**src/rtl/riscv_uart_io_ctrl_pkg.sv**
```systemverilog
// Shared definitions for the memory-mapped I/O sequencer: register offsets,
// default window base and the 2-bit sequencer state encoding.
package riscv_uart_io_ctrl_pkg;

    localparam logic [31:0] IO_BASE_DEFAULT = 32'h0000_0400;

    localparam logic [7:0] IO_TXDATA = 8'h00;
    localparam logic [7:0] IO_RXDATA = 8'h04;
    localparam logic [7:0] IO_STATUS = 8'h08;

    typedef enum logic [1:0] {
        ST_IDLE    = 2'd0,
        ST_TX_BUSY = 2'd1,
        ST_RD_WAIT = 2'd2,
        ST_RD_DONE = 2'd3
    } io_state_e;

endpackage

```
**src/rtl/riscv_uart_io_ctrl_if.sv**
```systemverilog
// Bundle of datapath/UART signals seen by the I/O sequencer.
// Handshake: uart_start and uart_read_en are single-cycle strobes; stall=1 means the
// core holds addr/mem_write/mem_read stable until a cycle with stall=0 retires them.
interface riscv_uart_io_ctrl_if;
    import riscv_uart_io_ctrl_pkg::*;

    logic [31:0] addr;
    logic        mem_write;
    logic        mem_read;
    logic [31:0] uart_rdata;
    logic        uart_rx_valid;
    logic        dmem_write;
    logic        dmem_read;
    logic        uart_start;
    logic        uart_read_en;
    logic        uart_sel;
    logic [31:0] io_rdata;
    logic        stall;
    logic        tx_busy;
    io_state_e   dbg_state;

    modport master (
        output addr, mem_write, mem_read, uart_rdata, uart_rx_valid,
        input  dmem_write, dmem_read, uart_start, uart_read_en, uart_sel,
               io_rdata, stall, tx_busy, dbg_state
    );

    modport slave (
        input  addr, mem_write, mem_read, uart_rdata, uart_rx_valid,
        output dmem_write, dmem_read, uart_start, uart_read_en, uart_sel,
               io_rdata, stall, tx_busy, dbg_state
    );

endinterface

```
**src/rtl/riscv_uart_io_ctrl_io_addr_decode.sv**
```systemverilog
// Combinational decode of a 256-byte peripheral window: hit flag and byte offset.
module io_addr_decode #(
    parameter logic [31:0] BASE = 32'h0000_0400
) (
    input  logic [31:0] addr,
    output logic        hit,
    output logic [7:0]  offset
);

    assign hit    = (addr[31:8] == BASE[31:8]);
    assign offset = addr[7:0];

endmodule

```
**src/rtl/riscv_uart_io_ctrl.sv**
```systemverilog
// UART I/O sequencer: decodes window hits, issues UART start/read strobes,
// gates data memory and stalls the core while a UART access is outstanding.
module riscv_uart_io_ctrl
    import riscv_uart_io_ctrl_pkg::*;
#(
    parameter logic [31:0] IO_BASE         = IO_BASE_DEFAULT,
    parameter int          TX_FRAME_CYCLES = 10417,
    parameter int          RD_LATENCY      = 2,
    parameter int          CNT_W           = 14
) (
    input logic               clk,
    input logic               reset,
    riscv_uart_io_ctrl_if.slave bus
);

    logic             hit;
    logic [7:0]       offset;
    logic [CNT_W-1:0] tx_cnt;
    logic [CNT_W-1:0] rd_cnt;
    io_state_e        rd_state;
    io_state_e        rd_next;
    logic             tx_active;
    logic             wr_hit;
    logic             rd_hit;
    logic             tx_wr;
    logic             rx_rd;
    logic             st_rd;
    logic             rd_load;
    logic             start;
    logic             read_en;
    logic             sel;
    logic             stall;
    logic [31:0]      rdata;

    io_addr_decode #(.BASE(IO_BASE)) u_decode (
        .addr   (bus.addr),
        .hit    (hit),
        .offset (offset)
    );

    // The transmitter is occupied while its frame counter is non-zero.
    assign tx_active = (tx_cnt != '0);
    // A simultaneous write and read to the window is treated as a write only.
    assign wr_hit    = hit & bus.mem_write;
    assign rd_hit    = hit & bus.mem_read & ~bus.mem_write;
    assign tx_wr     = wr_hit & (offset == IO_TXDATA);
    assign rx_rd     = rd_hit & (offset == IO_RXDATA);
    assign st_rd     = rd_hit & (offset == IO_STATUS);

    always_comb begin
        rd_next = rd_state;
        rd_load = 1'b0;
        start   = 1'b0;
        read_en = 1'b0;
        sel     = 1'b0;
        stall   = 1'b0;
        rdata   = '0;

        if (tx_wr) begin
            if (tx_active) stall = 1'b1;
            else           start = 1'b1;
        end

        case (rd_state)
            ST_IDLE: begin
                if (rx_rd) begin
                    read_en = 1'b1;
                    stall   = 1'b1;
                    rd_load = 1'b1;
                    rd_next = (RD_LATENCY <= 1) ? ST_RD_DONE : ST_RD_WAIT;
                end
            end
            ST_RD_WAIT: begin
                stall = 1'b1;
                if (rd_cnt <= CNT_W'(1)) rd_next = ST_RD_DONE;
            end
            ST_RD_DONE: begin
                if (rx_rd) begin
                    sel   = 1'b1;
                    rdata = bus.uart_rdata;
                end
                rd_next = ST_IDLE;
            end
            default: rd_next = ST_IDLE;
        endcase

        if (st_rd) begin
            sel   = 1'b1;
            rdata = {30'b0, bus.uart_rx_valid, tx_active};
        end else if (rd_hit && !rx_rd) begin
            sel = 1'b1;
        end

        // Nothing may reach the UART or the core while reset is held.
        if (reset) begin
            start   = 1'b0;
            read_en = 1'b0;
            sel     = 1'b0;
            stall   = 1'b0;
            rdata   = '0;
            rd_load = 1'b0;
            rd_next = ST_IDLE;
        end
    end

    always_ff @(posedge clk or posedge reset) begin
        if (reset) begin
            rd_state <= ST_IDLE;
            tx_cnt   <= '0;
            rd_cnt   <= '0;
        end else begin
            rd_state <= rd_next;
            if (start)          tx_cnt <= CNT_W'(TX_FRAME_CYCLES - 1);
            else if (tx_active) tx_cnt <= tx_cnt - CNT_W'(1);
            if (rd_load)              rd_cnt <= CNT_W'(RD_LATENCY - 1);
            else if (rd_cnt != '0)    rd_cnt <= rd_cnt - CNT_W'(1);
        end
    end

    assign bus.dmem_write   = bus.mem_write & ~hit;
    assign bus.dmem_read    = bus.mem_read & ~hit;
    assign bus.uart_start   = start;
    assign bus.uart_read_en = read_en;
    assign bus.uart_sel     = sel;
    assign bus.io_rdata     = rdata;
    assign bus.stall        = stall;
    assign bus.tx_busy      = tx_active | start;
    assign bus.dbg_state    = (rd_state != ST_IDLE) ? rd_state
                            : (tx_active ? ST_TX_BUSY : ST_IDLE);

endmodule

```
**src/flat_wrapper.sv**
```systemverilog
// flat-port wrapper written by rule: the top's interface ports become plain ports
module riscv_uart_io_ctrl_flat import riscv_uart_io_ctrl_pkg::*;
#(
    parameter logic [31:0] IO_BASE         = IO_BASE_DEFAULT,
    parameter int          TX_FRAME_CYCLES = 10417,
    parameter int          RD_LATENCY      = 2,
    parameter int          CNT_W           = 14
)
  (clk, reset, bus_addr, bus_mem_write, bus_mem_read, bus_uart_rdata, bus_uart_rx_valid, bus_dmem_write, bus_dmem_read, bus_uart_start, bus_uart_read_en, bus_uart_sel, bus_io_rdata, bus_stall, bus_tx_busy, bus_dbg_state);
  riscv_uart_io_ctrl_if bus_i ();
  input logic clk;
  input logic reset;
  input wire logic [$bits(bus_i.addr)-1:0] bus_addr;
  input wire logic [$bits(bus_i.mem_write)-1:0] bus_mem_write;
  input wire logic [$bits(bus_i.mem_read)-1:0] bus_mem_read;
  input wire logic [$bits(bus_i.uart_rdata)-1:0] bus_uart_rdata;
  input wire logic [$bits(bus_i.uart_rx_valid)-1:0] bus_uart_rx_valid;
  output wire logic [$bits(bus_i.dmem_write)-1:0] bus_dmem_write;
  output wire logic [$bits(bus_i.dmem_read)-1:0] bus_dmem_read;
  output wire logic [$bits(bus_i.uart_start)-1:0] bus_uart_start;
  output wire logic [$bits(bus_i.uart_read_en)-1:0] bus_uart_read_en;
  output wire logic [$bits(bus_i.uart_sel)-1:0] bus_uart_sel;
  output wire logic [$bits(bus_i.io_rdata)-1:0] bus_io_rdata;
  output wire logic [$bits(bus_i.stall)-1:0] bus_stall;
  output wire logic [$bits(bus_i.tx_busy)-1:0] bus_tx_busy;
  output wire logic [$bits(bus_i.dbg_state)-1:0] bus_dbg_state;
  assign bus_i.addr = bus_addr;
  assign bus_i.mem_write = bus_mem_write;
  assign bus_i.mem_read = bus_mem_read;
  assign bus_i.uart_rdata = bus_uart_rdata;
  assign bus_i.uart_rx_valid = bus_uart_rx_valid;
  assign bus_dmem_write = bus_i.dmem_write;
  assign bus_dmem_read = bus_i.dmem_read;
  assign bus_uart_start = bus_i.uart_start;
  assign bus_uart_read_en = bus_i.uart_read_en;
  assign bus_uart_sel = bus_i.uart_sel;
  assign bus_io_rdata = bus_i.io_rdata;
  assign bus_stall = bus_i.stall;
  assign bus_tx_busy = bus_i.tx_busy;
  assign bus_dbg_state = bus_i.dbg_state;
  riscv_uart_io_ctrl #(.IO_BASE(IO_BASE), .TX_FRAME_CYCLES(TX_FRAME_CYCLES), .RD_LATENCY(RD_LATENCY), .CNT_W(CNT_W)) u_core (.clk(clk), .reset(reset), .bus(bus_i));
endmodule
```
**config.mk**
```make
export PLATFORM = sky130hd
export DESIGN_NAME = riscv_uart_io_ctrl_flat
export DESIGN_NICKNAME = d
export VERILOG_FILES = /design/src/rtl/riscv_uart_io_ctrl_pkg.sv /design/src/rtl/riscv_uart_io_ctrl_if.sv /design/src/rtl/riscv_uart_io_ctrl_io_addr_decode.sv /design/src/rtl/riscv_uart_io_ctrl.sv /design/src/flat_wrapper.sv
export SDC_FILE = /design/constraint.sdc
export NUM_CORES = 1
export LEC_CHECK = 0
export BUFFER_PORTS_ARGS = -buffer_cell sky130_fd_sc_hd__buf_2
export CAP_MARGIN = 20
export CELL_PAD_IN_SITES_DETAIL_PLACEMENT = 1
export CELL_PAD_IN_SITES_GLOBAL_PLACEMENT = 1
export CORE_MARGIN = 3
export CORE_UTILIZATION = 32
export DETAILED_ROUTE_END_ITERATION = 8
export GPL_TIMING_DRIVEN = 0
export PLACE_DENSITY = 0.77
export SLEW_MARGIN = 25
export SYNTH_ARGS = -nofsm -noshare
export SYNTH_HDL_FRONTEND = slang
export SYNTH_SLANG_ARGS = --single-unit
export TNS_END_PERCENT = 100
```
**constraint.sdc**
```tcl
create_clock -name clk -period 3 [get_ports clk]
set_input_delay 0.6 -clock clk [delete_from_list [all_inputs] [get_ports clk]]
set_output_delay 0.6 -clock clk [all_outputs]
set_load 0.02 [all_outputs]
```
==> flow_summary.ini, run 1 <==
[timing]
tightest_slew_ps = 836.5
slew_headroom_pct = 43.62
rsz0062_at_grt = true
setup_tns_ps = -1163
period_needed_ps = 3060
fin_ws_ps = -60.43
final_max_slew_viol_count = 0
finalHoldViolCount = 0
fin_hold_ws_ps = 472.1
timing.fmax_mhz = 326.8
period_share_pct = 102.0
fin_skew_ps = 9.515
setup_viol = 31

[worst_setup_path]
reg2reg_depth = 6
crit_buf_inv = 4
max_stage_delay_ps = 530
endpoint_kind = output pin
startpoint_type = input pin
crit_path_top_delay_cell = or4_4
crit_path_max_fanout = 7
critPathRequiredTime_ps = 2400
crit_family = simple AND/OR/NAND/NOR gates
rr_startpoint = u_core.rd_cnt[0]
reg2reg_to = u_core.rd_cnt[7]
worst_ep_arrival_time_ps = 2460
worstSetupPathType = in2out
crit_top_cell = buf_6
ff2ff_setup_slack_ps = 550
path_cells = buf_6 -> or4_4 -> or3_4 -> nor4_4 -> buf_6 -> buf_6 -> and2_4 -> buf_6

[clocking]
cts_buffers = 5
cts_tree = done
ctsHoldBuffers = 0
clockBufferDepth = 2
clock_latency_ps = 270
root_buffer = clkbuf_8
path_clk_slew_ps = 70
cts.sinks = 30
htreeDepth = 2

[global_routing]
grt_max_degree = 31
grt_pass1_wl_um = 12920
grt_pass1_vias = 2579
gr-usage-all-layers_pct = 21.39
grt_overflow = 0
antenna_found_initial = 0

[synth]
synth_warnings = 0
ys_types = 46
ys_top_cells_by_area = dfrtp_1 36%, and2_1 11%, nor4_1 4.5%
yosys_most_used_dff = dfrtp_1
synthCells = 236
synth_fp_nets = 310
yosys.area.top_type = dfrtp_1
synth_edf_count = 0
synth_top_area_share_pct = 35.80
synth_area_per_cell_um2 = 8.886
syn_area_um2 = 2097
ys_seq_area_share_pct = 35.80
yosys_register_bits = 30
async_reset_ff_share_pct = 100.0

[placed_design]
place.gp.congestion = 0.7510
place_ws_ps = -235.6
post_dp_cell_area_um2 = 2736
placed_cells = 420
dp_hpwl_um = 5732
numPortBuffers = 109

[detailed_routing]
drc = 0
wl_um = 8930
wl_per_cell_um = 20.34
dr.pass1.iters = 4
vias_per_cell = 5.517
drt_iter0_markers = 75
final_antenna_net_count = 0
vias = 2422

[floorplanning]
rows = 28
ioPinCount = 110
core_area_um2 = 6131
dieWidth_um = 86.95
start_util_pct = 34.20
die_area_um2 = 7560
die_h_um = 86.95

[final_layout]
final_area_um2 = 3336
stdcell_count = 439
area_growth_pct = 59.07
fillerInstances = 699
fin_nets = 438
drive_gt1_share_pct = 51.37
diodes = 0
final_cell_mix = 76 x buf_2, 43 x buf_6, 30 x and2_4, 30 x dfrtp_1, 13 x nand2_1
final_common_cell = buf_2
utilization_pct = 54.41

[run_status]
violations = negative setup slack
status = complete, but fails checks

[power_and_ir_drop]
worst_ir_drop_vdd_v = 0.0001743
p_leak_nw = 1.520
total_power_mw = 0.9003
p_per_area_nw_per_um2 = 269.9

[job]
cap_violations = 0

[worst_hold_path]
hp-class = in2async
==> state kept, by name (all words and copies together), names as in the netlist <==
register / count
u_core.rd_cnt: 14
u_core.tx_cnt: 14
u_core.rd_state: 2
==> layout make-up <==
type                       count  area, µm²  area share (%)
buffer                        11      75.07           2.251
clock buffer                   6      82.58           2.476
clock inverter                 1      30.03          0.9002
inverter                       9      33.78           1.013
multi-input combinational    186       1398           41.90
sequential                    30      750.7           22.51
tap                           75      93.84           2.813
timing repair buffer         121      872.1           26.14
==> power by group <==
part | total, mW | internal, mW | switching [mW]
logic | 0.0782 | 0.0393 | 0.0388
clock network | 0.418 | 0.266 | 0.152
registers | 0.404 | 0.404 | 0.000000125
==> repair_timing <==
action	4_1_cts	5_1_grt
setup buffers	6	3
pin swaps	20	21
endpoints found under the setup margin	37	37
cloned	2	1
gates resized for setup	94	30
==> cells by family (layout without fill, tap and decap cells) <==
| group | after synthesis | after routing | share of synthesized area [%] |
|---|---|---|---|
| AO/OA/AOI/OAI | 43 | 43 | 14.38 |
| XOR/XNOR | 6 | 6 | 2.506 |
| adder cells (fa/ha/maj) | 5 | 5 | 2.983 |
| buffers and inverters | 20 | 148 | 3.997 |
| flip-flops | 30 | 30 | 35.80 |
| AND/OR/NAND/NOR | 132 | 132 | 40.33 |
==> worst reg2reg max path: stages (launching register included) <==
cell and delay [ps]:
dfrtp_1 420, inv_1 120, ha_1 180, or4b_1 510
o41ai_2 770, or4b_2 260, a21oi_1 60
==> worst max-delay path by stage <==
stage / endpoint / start / cells after the start / slack [ps]
floorplan: bus_io_rdata[10] / bus_addr[1] / 5 / 150
global placement: bus_uart_read_en / bus_addr[9] / 6 / -190
detailed placement: bus_uart_read_en / bus_addr[9] / 6 / -240
CTS: bus_io_rdata[20] / bus_addr[6] / 8 / -80
global route: bus_io_rdata[16] / bus_addr[4] / 8 / -90
finish: bus_io_rdata[18] / bus_addr[4] / 8 / -60
==> synth_stat cells, types with 3 or more instances <==
master,instances
a21o_1,3
a21oi_1,11
and2_1,36
buf_2,7
clkbuf_1,4
dfrtp_1,30
ha_1,5
inv_1,9
nand2_1,13
nand3_1,7
nand4_1,4
nor2_1,11
nor3_1,5
nor4_1,15
o21ai_0,5
o31ai_1,9
or3_1,10
or4_1,8
or4b_1,4
xnor2_1,3
xor2_1,3
==> metal layers <==
layer / share of wire (%) / GRT usage, % / vias to the layer above / wire, µm
li1: - / - / 1143 / -
met3: 4.8 / 3.974 / 14 / 433
met1: 39 / 26.37 / 1191 / 3485
met5: 0 / 0 / - / 0
met2: 54 / 38.10 / 74 / 4832
met4: 2.0 / 5.382 / 0 / 179
(Power assumes the default switching activity.)
==> inputs of run 2 (changes only) <==
TNS_END_PERCENT = 20   (was 100)
==> run 2 against run 1 <==
Effect of this change:
- the run still ends with negative setup slack left
- clock skew fell by 0.64 ps
- die area did not move
- sequential power barely moved
- worst hold slack got worse by 10 ps
- sequential cell count did not move
- utilization fell by 0.20 points
- critical path type unchanged
- clock power barely moved
==> flow_summary.ini, run 2 (synthesis results as in run 1) <==
[run_status]
status = complete, but fails checks
violations = negative setup slack

[worst_hold_path]
hp-class = in2async

[power_and_ir_drop]
p_sw_mw = 0.1874
p_int_mw = 0.7092
p_per_area_nw_per_um2 = 269.8
power_frac_seq_pct = 45.1
power_frac_clock_pct = 46.3
comb_power_share_pct = 8.6
total_power_mw = 0.8966
worst_ir_drop_vdd_v = 0.0001780
p_sw_share_pct = 20.90
p_leak_nw = 1.518

[timing]
slew_headroom_pct = 42.53
timing.fmax_mhz = 325.6
fin_ws_ps = -70.97
fin_skew_ps = 8.873
fin_hold_ws_ps = 462.0
setup_viol = 31
final_max_slew_viol_count = 0
period_needed_ps = 3071
tightest_slew_ps = 852.8
period_share_pct = 102.4
finalHoldViolCount = 0
rsz0062_at_grt = true

[final_layout]
drive_gt1_share_pct = 50.82
final_cell_mix = 76 x buf_2, 42 x buf_6, 30 x dfrtp_1, 29 x and2_4, 13 x nand2_1
fin_nets = 438
diodes = 0
area_growth_pct = 58.47
final_common_cell = buf_2
reg_top3 = u_core.rd_cnt (14), u_core.tx_cnt (14), u_core.rd_state (2)

[worst_setup_path]
crit_path_max_fanout = 7
critPathRequiredTime_ps = 2400
startpoint_type = input pin
rr_startpoint = u_core.rd_cnt[0]
worstSetupPathType = in2out
worst_ep_arrival_time_ps = 2470
endpoint_kind = output pin
worstSetupStartpoint = bus_addr[7]

[placed_design]
place.gp.congestion = 0.7510
place_ws_ps = -235.6
numPortBuffers = 109
dp_hpwl_um = 5732

[clocking]
clock_latency_ps = 270
clockBufferDepth = 2
cts.sinks = 30
root_buffer = clkbuf_8
path_clk_slew_ps = 70
ctsHoldBuffers = 0
cts_tree = done
htreeDepth = 2
cts_buffers = 5

[detailed_routing]
wl_per_cell_um = 20.22
vias = 2378
final_antenna_net_count = 0
drc = 0
drt_iter0_markers = 70
wl_um = 8876
dr.pass1.iters = 4
vias_per_cell = 5.417

[job]
cap_violations = 0

[floorplanning]
start_util_pct = 34.20
core_area_um2 = 6131
rows = 28
die_h_um = 86.95
ioPinCount = 110
die_area_um2 = 7560
dieWidth_um = 86.95

[global_routing]
grt_overflow = 0
gr-usage-all-layers_pct = 21.62
grt_pass1_wl_um = 13050
grt_max_degree = 31
antenna_found_initial = 0
grt_pass1_vias = 2613
[run 2: power by group through the flow]
stage / Sequential (mW) / Combinational (mW) / Clock [mW]
finish: 0.404 / 0.0767 / 0.416
global route: 0.404 / 0.0835 / 0.440
CTS: 0.404 / 0.0675 / 0.421
detailed placement: 0.412 / 0.0651 / 0
global placement: 0.412 / 0.0632 / 0
floorplan: 0.412 / 0.0153 / 0
[run 2: worst paths after layout]
kind / end / slack [ps] / depth (start not counted)
setup / recovery: bus_io_rdata[4] / -70 / 8
hold / removal: u_core.rd_state[0] / 460 / 2
setup reg to reg: u_core.rd_cnt[0] / 490 / 6
hold reg to reg: u_core.tx_cnt[10] / 520 / 1
max in group asynchronous: u_core.rd_cnt[5] / 2120 / 2
min in group clk: u_core.tx_cnt[10] / 520 / 1
[run 2: layer usage]
layer / share of wire, % / vias up / track usage, % / wire, µm
met5: 0 / - / 0 / 0
met4: 1.0 / 0 / 4.958 / 89
met3: 4.1 / 6 / 4.541 / 361
met2: 54 / 70 / 38.79 / 4789
met1: 41 / 1161 / 26.31 / 3635
li1: - / 1141 / - / -
[run 2: repair_timing]
item	in CTS	in global routing
setup endpoints to repair	37	37
endpoints found under the hold margin	0	0
gates resized for setup	90	31
setup buffers	6	3
pin swaps	16	22
gates cloned	2	1
[run 2: final cells by class]
type	count	area [µm²]
clock buffer	6	82.58
sequential	30	750.7
multi-input combinational	186	1389
tap	75	93.84
clock inverter	1	30.03
inverter	9	33.78
timing repair buffer	121	868.3
fill	696	2808
buffer	11	75.07
[run 2: metrics by stage]
step	setup TNS, ps	std cells	utilization (%)	instance area, µm²
floorplan	0	236	-	2097
global route	-3029	439	54.20	3323
CTS	-1934	435	51.90	3182
global placement	-5217	420	44.63	2736
finish	-1214	439	54.20	3323
detailed placement	-5378	420	44.63	2736
[run 2: worst max-delay path, cell delays in order]
cell    delay, ps
buf_2         120
or4b_4        530
or3_4         410
nor4_4        220
buf_6         180
buf_6         130
and2_4        150
buf_6         120
